`src/rtl/mem_arbiter.sv`:
```
// Two-port (instruction fetch / load-store) arbiter onto a single-port memory, one transaction in flight.
// Define ARB_ROUND_ROBIN_EN for round-robin tie-breaking; default is fixed priority with LS winning ties.
//
// state | meaning
// IDLE  | no transaction; grant a requester and capture its command
// REQ   | mem_req asserted from holding registers until mem_gnt
// RSP   | waiting for mem_rvalid to return data to the owner
module mem_arbiter #(
  parameter int XLEN = 32
) (
  input  logic            clk,
  input  logic            rst,
  input  logic            if_req,
  input  logic [XLEN-1:0] if_addr,
  output logic            if_gnt,
  output logic            if_rvalid,
  output logic [XLEN-1:0] if_rdata,
  input  logic            ls_req,
  input  logic            ls_we,
  input  logic [XLEN-1:0] ls_addr,
  input  logic [XLEN-1:0] ls_wdata,
  output logic            ls_gnt,
  output logic            ls_rvalid,
  output logic [XLEN-1:0] ls_rdata,
  output logic            mem_req,
  output logic            mem_we,
  output logic [XLEN-1:0] mem_addr,
  output logic [XLEN-1:0] mem_wdata,
  input  logic            mem_gnt,
  input  logic            mem_rvalid,
  input  logic [XLEN-1:0] mem_rdata
);

  typedef enum logic [1:0] {
    IDLE = 2'd0,
    REQ  = 2'd1,
    RSP  = 2'd2
  } arbState_t;

  arbState_t       state, stateNxt;
  logic [XLEN-1:0] holdAddr, holdWdata;
  logic            holdWe, holdOwnerLs;
  logic            grantIf, grantLs, pickLs;
  logic            ifRvalidQ, lsRvalidQ;
  logic [XLEN-1:0] ifRdataQ, lsRdataQ;

`ifdef ARB_ROUND_ROBIN_EN
  logic rrPreferLs;

  // Points at the port that should win the next tie: the one not granted last.
  always_ff @(posedge clk or negedge rst) begin
    if (!rst) begin
      rrPreferLs <= 1'b0;
    end else if (grantIf) begin
      rrPreferLs <= 1'b1;
    end else if (grantLs) begin
      rrPreferLs <= 1'b0;
    end
  end

  always_comb begin
    pickLs = ls_req;
    if (ls_req && if_req) begin
      pickLs = rrPreferLs;
    end
  end
`else
  always_comb begin
    pickLs = ls_req;
  end
`endif

  always_comb begin
    stateNxt = state;
    grantIf  = 1'b0;
    grantLs  = 1'b0;
    case (state)
      IDLE: begin
        if (rst && (if_req || ls_req)) begin
          grantLs  = pickLs;
          grantIf  = !pickLs;
          stateNxt = REQ;
        end
      end
      REQ: begin
        if (mem_gnt) begin
          stateNxt = RSP;
        end
      end
      RSP: begin
        if (mem_rvalid) begin
          stateNxt = IDLE;
        end
      end
      default: stateNxt = IDLE;
    endcase
  end

  always_ff @(posedge clk or negedge rst) begin
    if (!rst) begin
      state       <= IDLE;
      holdAddr    <= '0;
      holdWdata   <= '0;
      holdWe      <= 1'b0;
      holdOwnerLs <= 1'b0;
    end else begin
      state <= stateNxt;
      if (grantLs) begin
        holdAddr    <= ls_addr;
        holdWe      <= ls_we;
        holdWdata   <= ls_wdata;
        holdOwnerLs <= 1'b1;
      end else if (grantIf) begin
        holdAddr    <= if_addr;
        holdWe      <= 1'b0;
        holdWdata   <= '0;
        holdOwnerLs <= 1'b0;
      end
    end
  end

  // Responses are routed to the captured owner only; a store keeps ls_rdata as it was.
  always_ff @(posedge clk or negedge rst) begin
    if (!rst) begin
      ifRvalidQ <= 1'b0;
      lsRvalidQ <= 1'b0;
      ifRdataQ  <= '0;
      lsRdataQ  <= '0;
    end else begin
      ifRvalidQ <= 1'b0;
      lsRvalidQ <= 1'b0;
      if (state == RSP && mem_rvalid) begin
        if (holdOwnerLs) begin
          lsRvalidQ <= 1'b1;
          if (!holdWe) begin
            lsRdataQ <= mem_rdata;
          end
        end else begin
          ifRvalidQ <= 1'b1;
          ifRdataQ  <= mem_rdata;
        end
      end
    end
  end

  assign if_gnt    = grantIf;
  assign ls_gnt    = grantLs;
  assign if_rvalid = ifRvalidQ;
  assign ls_rvalid = lsRvalidQ;
  assign if_rdata  = ifRdataQ;
  assign ls_rdata  = lsRdataQ;
  assign mem_req   = (state == REQ);
  assign mem_we    = (state == REQ) && holdWe;
  assign mem_addr  = holdAddr;
  assign mem_wdata = holdWdata;

endmodule

```
`config.mk`:
```
export PLATFORM = sky130hd
export DESIGN_NAME = mem_arbiter
export DESIGN_NICKNAME = d
export VERILOG_FILES = /design/src/rtl/mem_arbiter.sv
export SDC_FILE = /design/constraint.sdc
export NUM_CORES = 1
export LEC_CHECK = 0
export CAP_MARGIN = 20
export CORE_UTILIZATION = 42
export CTS_BUF_LIST = sky130_fd_sc_hd__clkbuf_8
export DETAILED_ROUTE_END_ITERATION = 10
export GPL_ROUTABILITY_DRIVEN = 0
export HOLD_SLACK_MARGIN = 0.12
export PLACE_DENSITY_LB_ADDON = 0.1
export SYNTH_ARGS = -nofsm -noshare
export SYNTH_HDL_FRONTEND = slang
export SYNTH_SLANG_ARGS = --single-unit
```
`constraint.sdc`:
```
create_clock -name clk -period 1.9 [get_ports clk]
set_input_delay 0.475 -clock clk [delete_from_list [all_inputs] [get_ports clk]]
set_output_delay 0.475 -clock clk [all_outputs]
set_load 0.05 [all_outputs]
```
==> results of run 1 <==
-- how the worst min path moves through the flow --
| stage | startpoint | to | slack (ps) | depth (start not counted) |
|---|---|---|---|---|
| 2_1_floorplan | rst | holdOwnerLs | 180 | 0 |
| 3_3_place_gp | rst | mem_addr[31] | 460 | 2 |
| 3_5_place_dp | rst | mem_addr[20] | 460 | 2 |
| 4_1_cts | if_rdata[2] | if_rdata[2] | 500 | 1 |
| 5_1_grt | mem_wdata[22] | mem_wdata[22] | 520 | 1 |
| 6_report | if_rdata[2] | if_rdata[2] | 490 | 1 |
-- repair_timing --
item | 4_1_cts | 5_1_grt
buffers inserted | 2 | 1
gates resized for setup | 4 | 3
gates cloned | 0 | 0
hold buffers | 2 | 0
pin swaps | 0 | 1
endpoints found under the setup margin | 3 | 57
endpoints found under the hold margin | 38 | 0
-- layout make-up --
class | instances | area [sq um]
Fill cell | 936 | 4100
Sequential cell | 134 | 3360
Multi-Input combinational cell | 212 | 1930
Inverter | 2 | 7.51
Tap cell | 172 | 215
Clock buffer | 19 | 262
Timing Repair Buffer | 295 | 2710
Clock inverter | 12 | 90.1
-- power by group through the flow --
stage	Sequential (mW)	Combinational, mW	Clock (mW)
6_report	5.17	9.92	2.14
5_1_grt	5.35	10.4	2.32
4_1_cts	5.18	9.96	2.20
3_5_place_dp	5.17	9.93	0
3_3_place_gp	5.15	9.78	0
2_1_floorplan	9.73	2.05	0
-- registers in the layout, indices dropped and copies added, names as in the netlist --
name / cells
holdOwnerLs: 1
holdWe: 1
if_rdata: 32
if_rvalid: 1
ls_rdata: 32
ls_rvalid: 1
mem_addr: 32
mem_wdata: 32
state: 2
-- layer usage --
metal  wire length, um  vias up  share of wire [%]
met2              7450      202                 49
li1                  -     1997                  -
met1              6070     2157                 40
met4               330        0                2.2
met3              1300       26                8.6
met5                 0        -                  0
-- metrics by stage --
stage	hold slack [ps]	setup TNS (ps)
2_1_floorplan	179	-6.84
3_3_place_gp	461	-5170
3_5_place_dp	457	-6020
4_1_cts	501	-206
5_1_grt	519	-363
6_report	494	-117
-- logic make-up after synthesis --
family / after synthesis / share of synthesized area [%]
flip-flops: 134 / 61.1
AND/OR/NAND/NOR: 48 / 4.54
AO/OA/AOI/OAI: 100 / 15.0
buffers and inverters: 32 / 4.19
multiplexers: 64 / 15.2
-- placed cells by master (no fill, tap or decap) --
| cell type | instances |
|---|---|
| a21o_1 | 1 |
| a22o_1 | 33 |
| a22oi_1 | 32 |
| a32oi_1 | 31 |
| and2_4 | 1 |
| and4b_1 | 1 |
| and4bb_1 | 1 |
| and4bb_2 | 1 |
| buf_12 | 12 |
| buf_4 | 145 |
| buf_6 | 3 |
| bufinv_16 | 1 |
| clkbuf_8 | 19 |
| clkdlybuf4s50_1 | 133 |
| clkinv_2 | 5 |
| clkinv_4 | 1 |
| clkinvlp_4 | 2 |
| dfrtp_1 | 132 |
| dfrtp_2 | 2 |
| dlygate4sd3_1 | 2 |
| inv_1 | 5 |
| mux2_1 | 2 |
| mux2_2 | 32 |
| mux2_4 | 30 |
| nand2_1 | 34 |
| nand2b_1 | 1 |
| nand3_1 | 1 |
| nand4_1 | 1 |
| nor2_2 | 2 |
| nor2b_4 | 2 |
| nor3b_2 | 1 |
| nor3b_4 | 1 |
| o21ai_0 | 2 |
| o21ai_2 | 1 |
| or3b_1 | 1 |
==> metrics.txt, run 1 <==
number of stages on the worst setup path 4; core footprint 0.0127 sq mm; Worst Clk Skew 11.1 ps; switching share of total power 49.1%; Reg2Reg Depth 5; Hold Vio Cnt, Final 0; status complete, but fails checks; clk slew on worst S/H paths 70 ps; post-layout util 67.7%; TritonCTS clock tree yes; largest cells by area after synthesis dfrtp_1 (61%), mux2_4 (8.2%), mux2_2 (6.6%), a22o_1 (5.3%), a32oi_1 (4.9%); row cnt between 40 and 50; Die Y 116 um; critical path data arrival time ~1500 ps; final instance area between 0.008 and 0.009 sq mm; Post-synth top cells dfrtp_1 (134), nand2_1 (34), a22o_1 (33); maximum clock frequency 0.501 GHz; dominant cell type by area after synthesis dfrtp_1; Final Routed Wirelength 15.1 mm; post-synth cell types 30; Die W 116 um; Max-Cap Viols 0; TritonCTS Buffers 17; register bit total from synthesis 134; Worst EP required 1420 ps; Clock Latency Late Sink around 450 ps; EDFF count, synth 0; Root Buffer clkbuf_8; DR pass1 iterations 5; CP endpoint if_gnt; total grt overflow 0; Leak between 3 and 4 nW; post-route minimum period 2000 ps; die area 0.0135 sq mm; Top FF cell, synth dfrtp_1; Antenna Diode Count 0; met1 usage 27.7%; Hold Path Class flop to flop; Setup crit end kind output port; crit path from state[1]; Bufs and invs on worst path 1; cell count after synthesis 378; maximum VDD drop 0.00120 V; vias in the first global route 4,483; I/O Buffers ~270; ys async rst share 100%; P&R area growth vs syn 56.2%; vias post-DR ~4,400; cell internal pwr 8.77 mW; switching pwr 8.46 mW; Comb pwr share 57.6%; met2 usage 36.6%; final setup fails 2; Worst path top cell family by delay simple AND/OR/NAND/NOR gates; Syn Std Cell Area 0.00549 sq mm; violated checks negative setup slack; Placement Setup Slack -198 ps; reg-to-reg slack, setup 250 ps; vias per inst 5.18; Crit Path Max Fanout 5; DP Area a little over 0.008 sq mm; dpl hpwl 10.8 mm; part of the power in the clock network 12.4%; placed insts 810; GR Layer Usage met3 under 10%; slowest stage cell on the critical path dfrtp_2; Post-Syn Area per Cell 14.5 sq um; startpoint types flop; most frequent cell after synthesis dfrtp_1; syn nets a little over 500; clk sink count approximately 130; CTS H-tree lvls 4; io pins 269; DR iter-0 viols around 240; post-route ant nets 0; register area share after synthesis about three fifths; unrepaired setup endpoints after global routing yes; synthesis warning total 0; CP Class flop to output port; Final Cycle Share 105%; Slew Viols, Final 0; Starting Density a little over two fifths; initial antenna violation count 0; share of the synthesized area in the top cell type 61.1%; first-pass GRT wire length 23.3 mm; Critical R2R Launch state[1]; crit path cell chain nor3b_2 > nand2_1 > nor2_2 > buf_12; setup ws final -96.9 ps; Final Total Pwr approximately 17 mW; Worst-Margin Slew roughly 530 ps; layout cell share with drive strength beyond 1 38.7%; DRC 0; largest net degree at the start of global routing 55; Top Usage Layer GRT met2; drt wl/cell around 18 um; Pwr Density 2010 mW/mm^2; GR Util All Layers 23.1%; Seq pwr share 30.0%; clock tree buffer depth 2; Rel. slew slack 64.9%; Final nets 797; critical path's largest stage delay 440 ps; r2r endpoint mem_addr[16]; Cell Count, Final, Fillers Out 846
(Power assumes the default switching activity.)
==> run 2: changes to the inputs <==
--- a/config.mk
+++ b/config.mk
@@ -12,6 +12,7 @@
 export GPL_ROUTABILITY_DRIVEN = 0
 export HOLD_SLACK_MARGIN = 0.12
 export PLACE_DENSITY_LB_ADDON = 0.1
+export SLEW_MARGIN = 40
 export SYNTH_ARGS = -nofsm -noshare
 export SYNTH_HDL_FRONTEND = slang
 export SYNTH_SLANG_ARGS = --single-unit
==> results of run 2 <==
Final layout, timing and power as in run 1 (identical DEF).
==> run 3: changes to the inputs <==
--- a/config.mk
+++ b/config.mk
@@ -6,8 +6,7 @@
 export NUM_CORES = 1
 export LEC_CHECK = 0
 export CAP_MARGIN = 20
-export CORE_UTILIZATION = 42
-export CTS_BUF_LIST = sky130_fd_sc_hd__clkbuf_8
+export CORE_UTILIZATION = 41
 export DETAILED_ROUTE_END_ITERATION = 10
 export GPL_ROUTABILITY_DRIVEN = 0
 export HOLD_SLACK_MARGIN = 0.12
==> metrics.txt, run 3 (synthesis results as in run 1) <==
Filler cells 941; Metal-1 WL between 6 and 7 mm; reg-to-reg slack, setup between 150 and 200 ps; number of stages on the worst setup path 4; core footprint 0.0128 sq mm; slowest stage cell on the critical path dfrtp_2; Worst path top cell family by delay simple AND/OR/NAND/NOR gates; Bufs and invs on worst path 1; Die W 118 um; Final Cycle Share 103%; Hold WS 131 ps; Final Total Pwr 18.7 mW; Hold Vio Cnt, Final 0; Slew Viols, Final 0; DR iter-0 viols around 270; most common cell after layout, fill and taps aside buf_4; CP Class flop to output port; TritonCTS Buffers 17; Die Y 118 um; crit path cell chain nor3b_2 > nand2_1 > nor2_2 > buf_12; setup ws final -52.5 ps; first-pass GRT wire length 25.0 mm; Setup crit end kind output port; status complete, but fails checks; total grt overflow 0; drt wl/cell approximately 18 um; layout cell share with drive strength beyond 1 between 30% and 40%; Final nets 793; dpl hpwl 10.8 mm; vias in the first global route 4,569; largest net degree at the start of global routing 85; critical path's largest stage delay 450 ps; Starting Density 42.8%; TritonCTS clock tree yes; critical path data arrival time ~1500 ps; Top Layer Used met4; CTS H-tree lvls 4; placed insts approximately 810; final setup fails 1; TNS Setup -52.5 ps; Pwr Density 2120 mW/mm^2; clk slew on worst S/H paths about 60 ps; unrepaired setup endpoints after global routing yes; maximum VDD drop 0.000968 V; maximum clock frequency 0.512 GHz; commonest cells after routing, fill and taps aside buf_4 (144), dfrtp_1 (132), clkdlybuf4s50_1 (132), nand2_1 (34), a22o_1 (33); Final Routed Wirelength 15.5 mm; GR Util All Layers 23.3%; clk sink count 134; Rel. slew slack 56.0%; DRC 0; met3 wire len 1.10 mm; P&R area growth vs syn 60.7%; Hold Path Class primary input to asynchronous set/reset pin; row cnt 41; Root Buffer clkbuf_16; Cell Count, Final, Fillers Out 842; r2r endpoint if_rdata[14]; vias per inst 5.17; I/O Buffers about 270; post-route ant nets 0; initial antenna violation count 0; met2 WL 7.77 mm; Leak 4.09 nW; Antenna Diode Count 0; post-route minimum period 1950 ps; Max-Cap Viols 0; DR pass1 iterations 4; Critical R2R Launch state[0]; startpoint types flop; Crit Path Max Fanout 5; Worst EP required 1420 ps; violated checks negative setup slack; DP Area 0.00812 sq mm; io pins 269; Clock Latency Late Sink between 400 and 500 ps; clock tree buffer depth 2; die area 0.0139 sq mm; Worst Clk Skew between 5 and 6 ps; vias post-DR 4,357; Reg2Reg Depth 5; Worst-Margin Slew 660 ps; final instance area between 0.008 and 0.009 sq mm
-- run 3: cell count changes in the layout (fill, tap and decap cells not counted), moves of 2 or more --
cell        before  now
buf_6            3    1
bufinv_16        1    5
clkbuf_16        0   17
clkbuf_8        19    2
clkinv_2         5    3
clkinvlp_4       2    4
inv_1            5    2
-- run 3: what timing repair did --
action                     in CTS  in global routing
buffers inserted                1                  3
resized for setup               4                  1
pin swaps                       0                  2
hold buffers                    1                  0
hold endpoints to repair       15                  0
setup endpoints to repair       3                  3
-- run 3: power by group --
group	switching [mW]	internal [mW]
registers	0.943	4.23
clock network	1.20	2.35
logic	6.48	3.46
total	8.62	10.0
-- run 3: worst reg2reg max path, stage by stage, from the launching register on --
cell and delay (ps):
dfrtp_2 440, buf_4 150, nand2b_1 190, nor3b_4 230, buf_12 250, mux2_2 380
-- run 3: layout make-up --
cell class | count | area (sq um) | share of cell area (%)
clock buffer | 18 | 439 | 4.98
clock inverter | 13 | 204 | 2.31
inverter | 2 | 7.51 | 0.0851
multi-input combinational | 212 | 1930 | 21.9
sequential | 134 | 3360 | 38.1
tap | 172 | 215 | 2.44
timing repair buffer | 291 | 2670 | 30.3
-- run 3: layer usage --
layer / global-route usage [%] / up-vias
met5: 0 / -
met4: 10.3 / 0
met3: 7.17 / 19
met2: 38.0 / 193
met1: 28.3 / 2153
li1: - / 1992
-- run 3: metrics by stage --
stage                     utilization, %  worst slack [ps]
final                               68.8             -52.5
after global routing                68.8              -140
after CTS                           68.5             -74.4
after detailed placement            63.3              -202
after global placement              63.3              -167
after floorplan                        -             -6.84
-- run 3: worst max path at each step --
stage / slack [ps] / startpoint / to
after floorplan: -7 / state[1] / mem_we
after global placement: -170 / mem_rvalid / ls_rdata[0]
after detailed placement: -200 / mem_rvalid / ls_rdata[31]
after CTS: -70 / state[0] / if_gnt
after global routing: -140 / state[1] / if_gnt
final: -50 / state[1] / if_gnt
